--- src/rtl/multicycle_controller_if.sv ---
// Control bundle between the multicycle controller (master) and its datapath (slave).
// The instruction fields and status flags flow in; the sequenced control strobes flow out.
interface multicycle_controller_if #(
  parameter int OPW    = 3,
  parameter int FUNCTW = 4
);
  logic [OPW-1:0]    op;
  logic [FUNCTW-1:0] funct;
  logic              zero;
  logic              mem_ready;

  logic              memread;
  logic              memwrite;
  logic              iord;
  logic              irwrite;
  logic              regdst;
  logic              memtoreg;
  logic              regwrite;
  logic              alusrca;
  logic [1:0]        alusrcb;
  logic [FUNCTW-1:0] alucontrol;
  logic [1:0]        pcsrc;
  logic              pcen;
  logic              illegal;
  logic [3:0]        state;

  modport master (
    input  op, funct, zero, mem_ready,
    output memread, memwrite, iord, irwrite, regdst, memtoreg, regwrite,
           alusrca, alusrcb, alucontrol, pcsrc, pcen, illegal, state
  );

  modport slave (
    output op, funct, zero, mem_ready,
    input  memread, memwrite, iord, irwrite, regdst, memtoreg, regwrite,
           alusrca, alusrcb, alucontrol, pcsrc, pcen, illegal, state
  );
endinterface

--- src/rtl/multicycle_controller.sv ---
// Moore FSM sequencing fetch/decode/execute/memory/writeback for the 16-bit multicycle core.
// Only the FETCH strobes (on mem_ready) and the branch PC enable (on zero) are Mealy.
module multicycle_controller #(
  parameter int                OPW     = 3,
  parameter int                FUNCTW  = 4,
  parameter logic [FUNCTW-1:0] ALU_ADD = 4'b0000,
  parameter logic [FUNCTW-1:0] ALU_SUB = 4'b0001
) (
  input  logic                    clk,
  input  logic                    rst_n,
  multicycle_controller_if.master bus
);

  typedef enum logic [3:0] {
    FETCH  = 4'd0,
    DECODE = 4'd1,
    MEMADR = 4'd2,
    MEMRD  = 4'd3,
    MEMWB  = 4'd4,
    MEMWR  = 4'd5,
    EXEC   = 4'd6,
    ALUWB  = 4'd7,
    BRANCH = 4'd8,
    ADDIEX = 4'd9,
    ADDIWB = 4'd10,
    JUMP   = 4'd11,
    TRAP   = 4'd12
  } state_t;

  localparam logic [OPW-1:0] OP_RTYPE = OPW'(0);
  localparam logic [OPW-1:0] OP_LW    = OPW'(1);
  localparam logic [OPW-1:0] OP_SW    = OPW'(2);
  localparam logic [OPW-1:0] OP_BEQ   = OPW'(3);
  localparam logic [OPW-1:0] OP_ADDI  = OPW'(4);
  localparam logic [OPW-1:0] OP_J     = OPW'(5);
  localparam logic [OPW-1:0] OP_BNE   = OPW'(6);

  state_t state_reg;
  state_t state_next;
  logic   illegal_reg;

  logic              memread;
  logic              memwrite;
  logic              iord;
  logic              irwrite;
  logic              regdst;
  logic              memtoreg;
  logic              regwrite;
  logic              alusrca;
  logic [1:0]        alusrcb;
  logic [FUNCTW-1:0] alucontrol;
  logic [1:0]        pcsrc;
  logic              pcen;

  always_ff @(posedge clk or negedge rst_n) begin
    if (!rst_n) begin
      state_reg   <= FETCH;
      illegal_reg <= 1'b0;
    end else begin
      state_reg <= state_next;
      if (state_next == TRAP) begin
        illegal_reg <= 1'b1;
      end
    end
  end

  always_comb begin
    state_next = state_reg;
    memread    = 1'b0;
    memwrite   = 1'b0;
    iord       = 1'b0;
    irwrite    = 1'b0;
    regdst     = 1'b0;
    memtoreg   = 1'b0;
    regwrite   = 1'b0;
    alusrca    = 1'b0;
    alusrcb    = 2'b00;
    alucontrol = ALU_ADD;
    pcsrc      = 2'b00;
    pcen       = 1'b0;

    case (state_reg)
      FETCH: begin
        memread = 1'b1;
        alusrcb = 2'b01;
        // Gated by rst_n so no write strobe can escape while reset is held.
        irwrite = bus.mem_ready & rst_n;
        pcen    = bus.mem_ready & rst_n;
        if (bus.mem_ready) begin
          state_next = DECODE;
        end
      end

      DECODE: begin
        alusrcb = 2'b11;
        case (bus.op)
          OP_RTYPE:      state_next = EXEC;
          OP_LW, OP_SW:  state_next = MEMADR;
          OP_BEQ, OP_BNE: state_next = BRANCH;
          OP_ADDI:       state_next = ADDIEX;
          OP_J:          state_next = JUMP;
          default:       state_next = TRAP;
        endcase
      end

      MEMADR: begin
        alusrca    = 1'b1;
        alusrcb    = 2'b10;
        state_next = (bus.op == OP_LW) ? MEMRD : MEMWR;
      end

      MEMRD: begin
        memread = 1'b1;
        iord    = 1'b1;
        if (bus.mem_ready) begin
          state_next = MEMWB;
        end
      end

      MEMWB: begin
        regwrite   = 1'b1;
        memtoreg   = 1'b1;
        state_next = FETCH;
      end

      MEMWR: begin
        memwrite = 1'b1;
        iord     = 1'b1;
        if (bus.mem_ready) begin
          state_next = FETCH;
        end
      end

      EXEC: begin
        alusrca    = 1'b1;
        alucontrol = bus.funct;
        state_next = ALUWB;
      end

      ALUWB: begin
        regwrite   = 1'b1;
        regdst     = 1'b1;
        state_next = FETCH;
      end

      BRANCH: begin
        alusrca    = 1'b1;
        alucontrol = ALU_SUB;
        pcsrc      = 2'b01;
        pcen       = (bus.op == OP_BNE) ? ~bus.zero : bus.zero;
        state_next = FETCH;
      end

      ADDIEX: begin
        alusrca    = 1'b1;
        alusrcb    = 2'b10;
        state_next = ADDIWB;
      end

      ADDIWB: begin
        regwrite   = 1'b1;
        state_next = FETCH;
      end

      JUMP: begin
        pcsrc      = 2'b10;
        pcen       = 1'b1;
        state_next = FETCH;
      end

      TRAP: begin
        state_next = TRAP;
      end

      default: begin
        state_next = FETCH;
      end
    endcase
  end

  assign bus.memread    = memread;
  assign bus.memwrite   = memwrite;
  assign bus.iord       = iord;
  assign bus.irwrite    = irwrite;
  assign bus.regdst     = regdst;
  assign bus.memtoreg   = memtoreg;
  assign bus.regwrite   = regwrite;
  assign bus.alusrca    = alusrca;
  assign bus.alusrcb    = alusrcb;
  assign bus.alucontrol = alucontrol;
  assign bus.pcsrc      = pcsrc;
  assign bus.pcen       = pcen;
  assign bus.illegal    = illegal_reg;
  assign bus.state      = state_reg;

  // The single memory port and the architectural write strobes must never collide.
  a_mem_excl : assert property (@(posedge clk) disable iff (!rst_n)
    !(memread && memwrite));
  a_write_excl : assert property (@(posedge clk) disable iff (!rst_n)
    $onehot0({regwrite, pcen, memwrite}));

endmodule

--- src/flat_wrapper.sv ---
// flat-port wrapper written by rule: the top's interface ports become plain ports
module multicycle_controller_flat 
#(
  parameter int                OPW     = 3,
  parameter int                FUNCTW  = 4,
  parameter logic [FUNCTW-1:0] ALU_ADD = 4'b0000,
  parameter logic [FUNCTW-1:0] ALU_SUB = 4'b0001
)
  (clk, rst_n, bus_op, bus_funct, bus_zero, bus_mem_ready, bus_memread, bus_memwrite, bus_iord, bus_irwrite, bus_regdst, bus_memtoreg, bus_regwrite, bus_alusrca, bus_alusrcb, bus_alucontrol, bus_pcsrc, bus_pcen, bus_illegal, bus_state);
  multicycle_controller_if #(.OPW(OPW), .FUNCTW(FUNCTW)) bus_i ();
  input  logic clk;
  input  logic rst_n;
  input wire logic [$bits(bus_i.op)-1:0] bus_op;
  input wire logic [$bits(bus_i.funct)-1:0] bus_funct;
  input wire logic [$bits(bus_i.zero)-1:0] bus_zero;
  input wire logic [$bits(bus_i.mem_ready)-1:0] bus_mem_ready;
  output wire logic [$bits(bus_i.memread)-1:0] bus_memread;
  output wire logic [$bits(bus_i.memwrite)-1:0] bus_memwrite;
  output wire logic [$bits(bus_i.iord)-1:0] bus_iord;
  output wire logic [$bits(bus_i.irwrite)-1:0] bus_irwrite;
  output wire logic [$bits(bus_i.regdst)-1:0] bus_regdst;
  output wire logic [$bits(bus_i.memtoreg)-1:0] bus_memtoreg;
  output wire logic [$bits(bus_i.regwrite)-1:0] bus_regwrite;
  output wire logic [$bits(bus_i.alusrca)-1:0] bus_alusrca;
  output wire logic [$bits(bus_i.alusrcb)-1:0] bus_alusrcb;
  output wire logic [$bits(bus_i.alucontrol)-1:0] bus_alucontrol;
  output wire logic [$bits(bus_i.pcsrc)-1:0] bus_pcsrc;
  output wire logic [$bits(bus_i.pcen)-1:0] bus_pcen;
  output wire logic [$bits(bus_i.illegal)-1:0] bus_illegal;
  output wire logic [$bits(bus_i.state)-1:0] bus_state;
  assign bus_i.op = bus_op;
  assign bus_i.funct = bus_funct;
  assign bus_i.zero = bus_zero;
  assign bus_i.mem_ready = bus_mem_ready;
  assign bus_memread = bus_i.memread;
  assign bus_memwrite = bus_i.memwrite;
  assign bus_iord = bus_i.iord;
  assign bus_irwrite = bus_i.irwrite;
  assign bus_regdst = bus_i.regdst;
  assign bus_memtoreg = bus_i.memtoreg;
  assign bus_regwrite = bus_i.regwrite;
  assign bus_alusrca = bus_i.alusrca;
  assign bus_alusrcb = bus_i.alusrcb;
  assign bus_alucontrol = bus_i.alucontrol;
  assign bus_pcsrc = bus_i.pcsrc;
  assign bus_pcen = bus_i.pcen;
  assign bus_illegal = bus_i.illegal;
  assign bus_state = bus_i.state;
  multicycle_controller #(.OPW(OPW), .FUNCTW(FUNCTW), .ALU_ADD(ALU_ADD), .ALU_SUB(ALU_SUB)) u_core (.clk(clk), .rst_n(rst_n), .bus(bus_i));
endmodule
--- config.mk ---
export PLATFORM = sky130hd
export DESIGN_NAME = multicycle_controller_flat
export DESIGN_NICKNAME = d
export VERILOG_FILES = /design/src/rtl/multicycle_controller_if.sv /design/src/rtl/multicycle_controller.sv /design/src/flat_wrapper.sv
export SDC_FILE = /design/constraint.sdc
export NUM_CORES = 1
export LEC_CHECK = 0
export CORE_MARGIN = 1.5
export CORE_UTILIZATION = 37
export CTS_CLUSTER_DIAMETER = 80
export DETAILED_ROUTE_END_ITERATION = 7
export PLACE_DENSITY = 0.77
export SETUP_SLACK_MARGIN = 0.2
export SLEW_MARGIN = 20
export SYNTH_ARGS = -nofsm -noshare
export SYNTH_HDL_FRONTEND = slang
export SYNTH_SLANG_ARGS = --single-unit
--- constraint.sdc ---
create_clock -name clk -period 2 [get_ports clk]
set_clock_uncertainty 0.05 [all_clocks]
set_input_delay 0.4 -clock clk [delete_from_list [all_inputs] [get_ports clk]]
set_output_delay 0.4 -clock clk [all_outputs]
set_load 0.02 [all_outputs]
==> out/results.txt, run 1 <==
Outcome = complete, but fails checks
Failing checks = negative setup slack
Antenna Cells = 0
Crit. End Element = output pin
Crit Path Class = reg -> out
PwrDens = 1510 mW/mm^2
H-tree Lvls = 1
MaxCap Viol Count = 0
Cell family with most CP delay = simple AND/OR/NAND/NOR gates
Share of cells above drive strength 1 = 47.4%
Gpl congestion = 0.800
Post-DP HPWL = 1650 microns
Final-report hold violation count = 0
Vias per cell = 5.61
Gr usage total = 26.4%
Synthesized Nets = 93
Sequential area share after synthesis = 21.0%
Slew @ Worst Pin = 358 ps
Max reg flops = 4
First DRT Iteration DRCs = 15
Dpl ws = -584 ps
Peak VDD IR = 0.000823 V
Synth warn = 0
Nets@finish = 147
Post-layout min period = 2030 ps
First-pass GRT wire length = 3730 microns
Synthesized area = 597 sq um
TritonCTS Sinks = 5
Filler cells = 124
Largest stage delay, worst path = 400 ps
Initial antenna violation count = 0
Die Area = 0.00186 sq mm
Drt pass-1 iters = 4
Post-Syn Instances = 82
Leakage power = 0.564 nW
P&R area growth vs syn = 91.8%
Critical path fanouts, max = 2
Die Height = 43.2 microns
Synth Flop Type = dfrtp_1
Number of cell rows = 14
Cell taking the most area after synthesis = dfrtp_1
Critical path cell sequence = or2_4 > or3_4 > a41oi_4 > buf_6
# setup viols final = 1
Worst Path Arrival = 1580 ps
Post-Layout Cell Count = 151
CTS max path bufs = 2
Hold slack = 91.4 ps
Clock-pin slew on the worst setup and hold paths = 50 ps
Number of global-route vias before repair = 842
Clock insertion delay at the later pin of the skew report = 260 ps
FMAX = 493 MHz
Placed cell count = 145
FFs w/ async S/R, synth = 100%
Total Routed Length = 2260 microns
WP data required = 1550 ps
Synth unique cells = 36
Final worst setup slack = -27.0 ps
Initial Util = 39.6%
Post-DRT Antenna Nets = 0
CTS root buf = clkbuf_4
Hold_buf cts = 0
Die X = 43.2 microns
Post-synth EDFFs = 0
Synth top area share = 21.0%
Final slew viol count = 0
Pin count of the biggest net entering global routing = 14
Synthesized area per cell = 7.28 sq um
CTS tree = yes
DRC = 0
Drt wl/cell = 15.0 microns
RSZ-0062 raised after global routing = true
Via count = 847
Core area = 0.00151 sq mm
Relative slew slack = 75.8%
Synth top area cells = dfrtp_1, nor2_1, nor3_1
HP Class = in -> async
CTS buffer count = 3
Slowest CP cell = dfrtp_2
I/O pin count = 33
I/O Buffers = 32
Worst Setup Start Kind = flip-flop
Final global-route overflow total = 0
Fin crit share = 101%
Critical path buffer and inverter count = 1
#FFs+latches synth = 5
cells in the mapped netlist, drive strengths merged, types with 2 or more instances:
cell,count
dfrtp,5
nand2,7
nand3,3
o211ai,2
nand2b,4
buf,5
nand3b,2
and3,4
a21oi,3
nor3,7
or3,2
o21ai,2
nor2,10
nor2b,2
mux2i,2
inv,3
power by group:
group | leakage, nW | total, mW | internal (mW) | switching, mW
clock | 0.0150 | 0.124 | 0.0759 | 0.0484
sequential | 0.0603 | 0.193 | 0.146 | 0.0475
combinational | 0.489 | 1.41 | 0.673 | 0.736
worst reg2reg max path, cell delays in order, from the launching register on:
cell,delay (ps)
dfrtp_2,430
buf_4,160
buf_4,160
or3_1,380
a21oi_1,200
a2111oi_2,80
through the flow:
stage	area [sq um]	power, mW	utilization [%]	setup TNS (ps)
after global routing	1140	1.84	76.0	-65.8
after detailed placement	1090	1.53	72.3	-1250
final	1140	1.73	76.0	-27.0
after global placement	1090	1.51	72.3	-1120
after floorplan	619	0.916	-	0
after CTS	1100	1.67	73.2	-41.5
path summary, 6_finish.rpt:
path                                           startpoint                              to  slack [ps]  cells past startpoint
setup reg to reg            u_core.bus.state[2]$_DFF_PN0_   u_core.bus.state[0]$_DFF_PN0_         410                      5
min in group clk           u_core.bus.illegal$_DFFE_PN0N_  u_core.bus.illegal$_DFFE_PN0N_         510                      1
hold reg to reg            u_core.bus.illegal$_DFFE_PN0N_  u_core.bus.illegal$_DFFE_PN0N_         510                      1
hold / removal                                      rst_n   u_core.bus.state[0]$_DFF_PN0_          90                      2
max in group asynchronous                           rst_n   u_core.bus.state[3]$_DFF_PN0_        1670                      2
setup / recovery            u_core.bus.state[0]$_DFF_PN0_                        bus_pcen         -30                      4
routing by layer:
layer | vias up | global-route usage (%) | wire length (microns)
met5 | - | 0 | 0
met3 | 8 | 5.53 | 115
li1 | 406 | - | -
met4 | 0 | 9.70 | 38
met2 | 39 | 47.5 | 1250
met1 | 394 | 30.1 | 855
what timing repair did:
item,CTS,global route
endpoints found under the setup margin,21,16
gates resized for setup,96,9
setup buffers,0,2
pin swaps,5,2
placed cells by master, fill, tap and decap left out, types with 4 or more instances in the layout:
cell type        Yosys  routed
and3_1               4       4
nor2_1              10       8
buf_4                0      27
nand2_1              7       5
buf_6                0       4
buf_2                5       8
dfrtp_2              0       4
clkdlybuf4s50_1      0       6
nor3_1               7       5
dlygate4sd2_1        0       7
cells by family (layout without fill, tap and decap cells):
family | Yosys count | after routing | synth area share, %
muxes | 2 | 2 | 3.35
buffers and inverters | 9 | 62 | 6.71
DFF | 5 | 5 | 21.0
xor gates and xnor gates | 1 | 1 | 1.47
and+or+nand+nor | 48 | 48 | 44.2
AOI/OAI and AO/OA | 17 | 17 | 23.3
final cells by class:
cell class | count | area, sq um | area share [%]
clock buffers | 4 | 26.3 | 2.30
inverters | 3 | 11.3 | 0.984
multi-input cells | 68 | 512 | 44.7
flip-flops and latches | 5 | 130 | 11.4
well taps | 16 | 20.0 | 1.75
repair buffers | 55 | 445 | 38.9
Power figures use the tool's default switching activity.
==> inputs of run 2 (changes only) <==
- GPL_TIMING_DRIVEN: unset -> 0
==> out/results.txt, run 2 (synthesis gave the netlist of run 1 again) <==
RSZ-0062 raised after global routing = true (unchanged)
Relative slew slack = 73.7% (was 75.8%)
Gpl congestion = 0.831 (was 0.800)
Logic gate share of total power = 83.5% (was 81.6%)
Total Routed Length = 2480 microns (was 2260 microns)
GR Layer Usage met2 = 44.5% (was 47.5%)
Post-DP HPWL = 1450 microns (was 1650 microns)
First DRT Iteration DRCs = 38 (was 15)
Number of global-route vias before repair = 797 (was 842)
Nets@finish = 142 (was 147)
Critical path fanouts, max = 4 (was 2)
Drt wl/cell = 17.0 microns (was 15.0 microns)
Leakage power = 0.539 nW (was 0.564 nW)
Filler cells = 110 (was 124)
Worst Setup Start Kind = flip-flop (unchanged)
H-tree Lvls = 1 (unchanged)
CTS buffer count = 3 (unchanged)
Seq. cell area = 128 sq um (was 130 sq um)
Global-route track usage on met1 = 30.9% (was 30.1%)
Failing checks = negative setup slack (unchanged)
Final slew viol count = 0 (unchanged)
P_int = 0.932 mW (was 0.895 mW)
Initial antenna violation count = 0 (unchanged)
# setup viols final = 1 (unchanged)
Fin crit share = 102% (was 101%)
Peak VDD IR = 0.000730 V (was 0.000823 V)
Die Height = 43.2 microns (unchanged)
Pin count of the biggest net entering global routing = 11 (was 14)
Sw Share = 49.0% (was 48.2%)
Antenna Cells = 0 (unchanged)
Slew @ Worst Pin = 395 ps (was 358 ps)
CTS max path bufs = 2 (unchanged)
HP Class = in -> async (unchanged)
I/O pin count = 33 (unchanged)
Worst reg-to-reg setup slack = 420 ps (was 410 ps)
DP Area = 960 sq um (was 0.00109 sq mm)
Clock insertion delay at the later pin of the skew report = 250 ps (was 260 ps)
Die X = 43.2 microns (unchanged)
Placed cell count = 130 (was 145)
Clock network power share = 6.5% (was 7.2%)
Gr usage total = 25.8% (was 26.4%)
Max reg flops = 4 (unchanged)
Via count = 897 (was 847)
Global-route met3 utilization = 6.38% (was 5.53%)
Vias per cell = 6.14 (was 5.61)
WP data required = 1550 ps (about the same)
Final-report hold violation count = 0 (unchanged)
Worst setup endpoint = bus_pcen (unchanged)
GR peak layer = met2 (unchanged)
Final worst setup slack = -30.3 ps (was -27.0 ps)
Post-layout min period = 2030 ps (about the same)
FMAX = 493 MHz (about the same)
CTS tree = yes (unchanged)
Core area = 0.00151 sq mm (unchanged)
Crit. End Element = output pin (unchanged)
PwrDens = 1550 mW/mm^2 (was 1510 mW/mm^2)
Finished Cell Area = 0.00118 sq mm (was 0.00114 sq mm)
Die Area = 0.00186 sq mm (unchanged)
Critical Path Source = u_core.bus.state[1]$_DFF_PN0_ (was u_core.bus.state[0]$_DFF_PN0_)
P_sw = 0.896 mW (was 0.832 mW)
Most frequent cells in the layout = buf_4, buf_6, clkdlybuf4s50_1 (was buf_4, nor2_1, buf_2, dlygate4sd2_1, clkdlybuf4s50_1)
Final global-route overflow total = 0 (unchanged)
Share of cells above drive strength 1 = 50.0% (was 47.4%)
I/O Buffers = 32 (unchanged)
Number of cell rows = 14 (unchanged)
R2R Path Start = u_core.bus.state[1]$_DFF_PN0_ (was u_core.bus.state[2]$_DFF_PN0_)
First-pass GRT wire length = 3660 microns (was 3730 microns)
Drt pass-1 iters = 4 (unchanged)
Post-Layout Cell Count = 146 (was 151)
DRC = 0 (unchanged)
CTS root buf = clkbuf_4 (unchanged)
Post-DRT Antenna Nets = 0 (unchanged)
MaxCap Viol Count = 0 (unchanged)
Commonest non-fill, non-tap cell in the layout = buf_4 (unchanged)
Reg2Reg Depth = 6 (was 5)
Total chip power = 1.83 mW (was 1.73 mW)
P&R area growth vs syn = 97.3% (was 91.8%)
Clock-pin slew on the worst setup and hold paths = 40 ps (was 50 ps)
Sequential power share = 9.9% (was 11.2%)
TritonCTS Sinks = 5 (unchanged)
Multi-input gate area = 546 sq um (was 512 sq um)
Setup TNS = -30.3 ps (was -27.0 ps)
Initial Util = 39.6% (unchanged)
Crit Path Class = reg -> out (unchanged)
Outcome = complete, but fails checks (unchanged)
Worst Path Arrival = 1580 ps (about the same)
RR Endpoint = u_core.bus.state[0]$_DFF_PN0_ (unchanged)
==> run 2: worst min path at each step <==
| stage | startpoint | end | cells past startpoint |
|---|---|---|---|
| 6_report | rst_n | u_core.bus.state[3]$_DFF_PN0_ | 1 |
| 5_1_grt | rst_n | u_core.bus.state[2]$_DFF_PN0_ | 1 |
| 4_1_cts | rst_n | u_core.bus.state[3]$_DFF_PN0_ | 1 |
| 3_5_place_dp | u_core.bus.illegal$_DFFE_PN0N_ | u_core.bus.illegal$_DFFE_PN0N_ | 1 |
| 3_3_place_gp | u_core.bus.illegal$_DFFE_PN0N_ | u_core.bus.illegal$_DFFE_PN0N_ | 1 |
| 2_1_floorplan | rst_n | u_core.bus.illegal$_DFFE_PN0N_ | 0 |
==> run 2: worst max-delay path, stage by stage (launching register included) <==
cell	delay, ps
dfrtp_2	420
or2_4	260
or3_4	370
a41oi_4	140
buf_6	140
==> run 2: power groups by stage <==
stage                     clock (mW)  sequential, mW  combinational (mW)
final                          0.120           0.181                1.53
after global routing           0.129           0.185                1.61
after CTS                      0.118           0.174                1.32
after detailed placement           0           0.191                1.18
after global placement             0           0.190                1.16
after floorplan                    0           0.226               0.690
==> run 2: cell type report <==
type	count	area share (%)
Multi-Input combinational cell	68	46.3
Timing Repair Buffer	44	32.0
Sequential cell	5	10.8
Buffer	6	5.74
Clock buffer	4	2.23
Tap cell	16	1.70
Inverter	3	1.17
==> run 2: metrics by stage <==
stage	utilization [%]	setup WS (ps)	hold slack, ps
after floorplan	-	214	54.4
after global placement	63.7	-669	506
after detailed placement	63.7	-696	539
after CTS	70.5	-19.0	87.1
after global routing	78.2	-66.2	120
final	78.2	-30.3	104
==> run 2: routing by layer <==
metal	vias up	routed length, microns
met3	14	219
met5	-	0
met4	0	96
met1	416	932
met2	64	1230
li1	403	-
==> run 2: timing repair <==
action	in CTS	in global routing
pin swaps	3	3
resized for setup	112	21
endpoints found under the setup margin	17	17
hold buffers	0	0
hold endpoints to repair	0	0
setup buffers	7	5
==> inputs of run 3 (changes only) <==
- CORE_MARGIN: 1.5 -> unset
==> out/results.txt, run 3 (synthesis gave the netlist of run 1 again) <==
Crit. End Element = output pin (unchanged)
Number of global-route vias before repair = 803 (was 797)
Critical path cell sequence = buf_4 > buf_6 > and2b_2 > buf_4 > and3_4 > buf_6 (was or2_4 > or3_4 > a41oi_4 > buf_6)
Drt pass-1 iters = 4 (unchanged)
Setup TNS = -125 ps (was -30.3 ps)
MaxCap Viol Count = 0 (unchanged)
Final core utilization = 84.9% (was 78.2%)
Final slew viol count = 0 (unchanged)
Leakage power = 0.583 nW (was 0.539 nW)
Worst Setup Start Kind = flip-flop (unchanged)
Hold_buf cts = 0 (unchanged)
Antenna Cells = 0 (unchanged)
Clock insertion delay at the later pin of the skew report = 250 ps (about the same)
Post-Layout Cell Count = 152 (was 146)
Final worst setup slack = -49.5 ps (was -30.3 ps)
Relative slew slack = 73.7% (about the same)
HP Class = in -> async (unchanged)
CTS tree = yes (unchanged)
Nets@finish = 148 (was 142)
Largest stage delay, worst path = 430 ps (was 420 ps)
Slew @ Worst Pin = 394 ps (was 395 ps)
DP Area = 960 sq um (unchanged)
Share of cells above drive strength 1 = 54.4% (was 50.0%)
First DRT Iteration DRCs = 17 (was 38)
Clock-pin slew on the worst setup and hold paths = 50 ps (was 40 ps)
RSZ-0062 raised after global routing = true (unchanged)
Post-layout min period = 2050 ps (was 2030 ps)
Core area = 0.00151 sq mm (unchanged)
Die Height = 42.2 microns (was 43.2 microns)
CTS root buf = clkbuf_4 (unchanged)
Via count = 883 (was 897)
Finished Cell Area = 0.00128 sq mm (was 0.00118 sq mm)
Initial Util = 39.6% (unchanged)
Final global-route overflow total = 0 (unchanged)
Initial antenna violation count = 0 (unchanged)
Gr usage total = 28.6% (was 25.8%)
I/O pin count = 33 (unchanged)
Critical path fanouts, max = 5 (was 4)
P&R area growth vs syn = 114% (was 97.3%)
Placed cell count = 130 (unchanged)
Critical Path Source = u_core.bus.state[1]$_DFF_PN0_ (unchanged)
Worst Path Arrival = 1600 ps (was 1580 ps)
First-pass GRT wire length = 3880 microns (was 3660 microns)
R2R Path Start = u_core.bus.state[1]$_DFF_PN0_ (unchanged)
Max reg flops = 4 (unchanged)
PwrDens = 1560 mW/mm^2 (was 1550 mW/mm^2)
Critical path buffer and inverter count = 4 (was 1)
Total Routed Length = 2680 microns (was 2480 microns)
Vias per cell = 5.81 (was 6.14)
DRC = 0 (unchanged)
I/O Buffers = 32 (unchanged)
H-tree Lvls = 1 (unchanged)
CTS max path bufs = 2 (unchanged)
Commonest non-fill, non-tap cell in the layout = buf_4 (unchanged)
Cell family with most CP delay = buffers and inverters (was simple AND/OR/NAND/NOR gates)
Slowest CP cell = dfrtp_2 (unchanged)
WP data required = 1550 ps (about the same)
Die X = 42.2 microns (was 43.2 microns)
# setup viols final = 4 (was 1)
Failing checks = negative setup slack (unchanged)
Most frequent cells in the layout = buf_4, buf_6, clkdlybuf4s50_1, nor2_1, dlygate4sd2_1 (was buf_4, buf_6, clkdlybuf4s50_1)
Crit Path Class = reg -> out (unchanged)
Peak VDD IR = 0.000985 V (was 0.000730 V)
Drt wl/cell = 17.6 microns (was 17.0 microns)
TritonCTS Sinks = 5 (unchanged)
Number of cell rows = 14 (unchanged)
CTS buffer count = 3 (unchanged)
Post-DP HPWL = 1390 microns (was 1450 microns)
Gpl congestion = 0.804 (was 0.831)
Fin crit share = 102% (about the same)
Post-DRT Antenna Nets = 0 (unchanged)
Outcome = complete, but fails checks (unchanged)
Pin count of the biggest net entering global routing = 11 (unchanged)
FMAX = 488 MHz (was 493 MHz)
Die Area = 0.00178 sq mm (was 0.00186 sq mm)
Final-report hold violation count = 0 (unchanged)
## run 3: cell count changes in the layout (fill, tap and decap cells not counted), moves of 2 or more
| cell | previous run | this run |
|---|---|---|
| buf_4 | 18 | 22 |
| buf_6 | 11 | 15 |
| nor2_2 | 4 | 2 |
| buf_2 | 5 | 2 |
| nor3_1 | 6 | 4 |
## run 3: area by class of cell
cell class | count | area (sq um)
Sequential cell | 5 | 128
Fill cell | 91 | 228
Clock buffer | 4 | 26.3
Multi-Input combinational cell | 68 | 573
Buffer | 6 | 73.8
Tap cell | 16 | 20.0
Timing Repair Buffer | 50 | 444
Inverter | 3 | 13.8
## run 3: power by group
group          internal [mW]  switching (mW)
Clock                 0.0757          0.0460
Combinational          0.827           0.867
Sequential             0.143          0.0418
## run 3: path summary, 6_finish.rpt
path | to | slack (ps) | depth (start not counted)
worst max-delay path | bus_alucontrol[2] | -50 | 6
worst min-delay path | u_core.bus.illegal$_DFFE_PN0N_ | 120 | 1
worst max register to register | u_core.bus.state[0]$_DFF_PN0_ | 370 | 7
worst min register to register | u_core.bus.illegal$_DFFE_PN0N_ | 540 | 1
max in group asynchronous | u_core.bus.state[0]$_DFF_PN0_ | 1490 | 1
min in group clk | u_core.bus.illegal$_DFFE_PN0N_ | 540 | 1
## run 3: what timing repair did
item / 4_1_cts / 5_1_grt
gates resized for setup: 117 / 29
endpoints found under the setup margin: 17 / 18
pin swaps: 6 / 3
gates cloned: 0 / 0
buffers inserted: 12 / 6
## run 3: layer usage
metal	track usage (%)	vias up	routed length [microns]
met5	0	-	0
met4	8.75	0	55
met3	6.03	8	111
met2	48.3	33	1380
met1	36.3	431	1130
li1	-	411	-
## run 3: per-stage QoR
step	worst slack, ps	hold slack (ps)	power [mW]
after floorplan	214	54.4	0.916
after global placement	-668	506	1.35
after detailed placement	-701	531	1.37
after CTS	-39.6	72.7	1.71
after global routing	-83.0	140	2.10
final	-49.5	115	2.00
## run 3: worst register-to-register path, delay by kind of cell, from the launching register on
| family | cells | cell delay, ps |
|---|---|---|
| simple gates | 1 | 80 |
| compound gates | 2 | 420 |
| buf+inv | 4 | 540 |
| flops | 1 | 430 |
==> variant: new RTL, settings of run 1 <==
`FUNCTW` is set to 4 in 3 places; all go to 2.
--- a/src/rtl/multicycle_controller_if.sv
+++ b/src/rtl/multicycle_controller_if.sv
@@ -3,5 +3,5 @@
 interface multicycle_controller_if #(
   parameter int OPW    = 3,
-  parameter int FUNCTW = 4
+  parameter int FUNCTW = 2
 );
   logic [OPW-1:0]    op;
--- a/src/rtl/multicycle_controller.sv
+++ b/src/rtl/multicycle_controller.sv
@@ -3,5 +3,5 @@
 module multicycle_controller #(
   parameter int                OPW     = 3,
-  parameter int                FUNCTW  = 4,
+  parameter int                FUNCTW  = 2,
   parameter logic [FUNCTW-1:0] ALU_ADD = 4'b0000,
   parameter logic [FUNCTW-1:0] ALU_SUB = 4'b0001
--- a/src/flat_wrapper.sv
+++ b/src/flat_wrapper.sv
@@ -3,5 +3,5 @@
 #(
   parameter int                OPW     = 3,
-  parameter int                FUNCTW  = 4,
+  parameter int                FUNCTW  = 2,
   parameter logic [FUNCTW-1:0] ALU_ADD = 4'b0000,
   parameter logic [FUNCTW-1:0] ALU_SUB = 4'b0001
Interface: changed (resized bus_alucontrol and bus_funct); port bits go from 33 to 29. The function was not compared with the original's and may differ.
==> variant against run 1 <==
Power shrank 6.2%; area after synthesis decreased by 8.4%; largest power group unchanged; design area is 12% lower; critical path depth is 1 higher; sequential cell count is the same; sequential share of layout area grew 1.3 points; worst hold slack improved by 0.32 ns; highest routed layer is now met3; setup slack improved by 0.11 ns; wire length shrank 13%.
==> variant: results <==
run_status:
  outcome: "completed"
place:
  placed_area_um2: 958
  dp_slack_ns: -0.397
  gp_routability_congestion: 0.864
  dpl.hpwl_um: 1450
  port_buffers: 28
global_routing:
  grt_start_max_net_pins: 10
  grt_pass1_wl_um: 3190
  grt_usage_pct: 23.6
  grt_pass1_vias: 725
routing:
  wl_per_cell_um: 14.3
  vias: 765
  top_layer: "met3"
  met2_length_um: 1020
  initialDrtViolationCount: 11
  drt-met1-wl_um: 822
  dr_wl_met3_um: 132
cells_and_area:
  fin_nets: 133
  drive_above_1_share_pct: 44.7
  multi_input_area_um2: 430
  multi_input_cells: 62
  n_all_inverters: 4
  seq_share_pct: 12.7
  buffers: 48
  final_cells: 138
  fillers: 114
  buf_share_pct: 38.5
  clk_share_pct: 2.62
  final_core_util_pct: 75.3
  clkbuf_count: 4
logic_synthesis:
  synthXorXnorAreaFrac_pct: 3.20
  syn_area_um2: 547
  yosys-mux-area-fraction_pct: 1.83
  synth_area_leaders: "dfrtp_1, nor2_1, a21oi_1"
  synth_common_cells: "nor2_1, nand2_1, a21oi_1, dfrtp_1"
  synth-seq-area-share_pct: 22.9
  yosys_warnings: 0
  yosys.cell_types.count: 33
  synthArstFlopShare_pct: 100
  synth_area_per_cell_um2: 7.19
  synth_nets: 85
  synth_compound_area_share_pct: 27.5
timing:
  worst_slew_pin_slew_ns: 0.376
  hold_viol: 0
pwr:
  pwr-share-seq_pct: 12.9
  swShare_pct: 48.5
  pg_seq_uw: 209
  comb-power_uw: 1300
  p_leak_uw: 0.000486
  vdd_drop_max_mv: 1.01
min_path:
  hp-class: "input pin to async pin"
clock_tree:
  clock_latency_ns: 0.24
  numCtsBuffers: 3
setup_path:
  crit_slowest_cell: "dfrtp_1"
  cpLargestDelayFamily: "simple AND/OR/NAND/NOR gates"
  slowest_delay_ns: 0.39
  cp.arrival_ns: 1.46
## variant: worst paths after layout
check	depth (start not counted)	slack, ns	start	endpoint
setup / recovery	5	0.09	u_core.bus.state[2]$_DFF_PN0_	bus_pcen
hold / removal	2	0.41	rst_n	u_core.bus.illegal$_DFFE_PN0N_
setup reg to reg	7	0.48	u_core.bus.state[2]$_DFF_PN0_	u_core.bus.state[2]$_DFF_PN0_
hold reg to reg	2	0.55	u_core.bus.illegal$_DFFE_PN0N_	u_core.bus.illegal$_DFFE_PN0N_
max in group asynchronous	2	1.37	rst_n	u_core.bus.state[0]$_DFF_PN0_
min in group clk	2	0.55	u_core.bus.illegal$_DFFE_PN0N_	u_core.bus.illegal$_DFFE_PN0N_
## variant: what timing repair did
action | 4_1_cts | 5_1_grt
buffers inserted | 2 | 3
pin swaps | 4 | 3
resized for setup | 64 | 25
setup endpoints to repair | 19 | 15
## variant: metal layers
metal	vias to the layer above	GRT usage, %
met2	34	41.3
met5	-	0
met4	0	11.0
met1	367	27.6
li1	364	-
met3	0	4.35
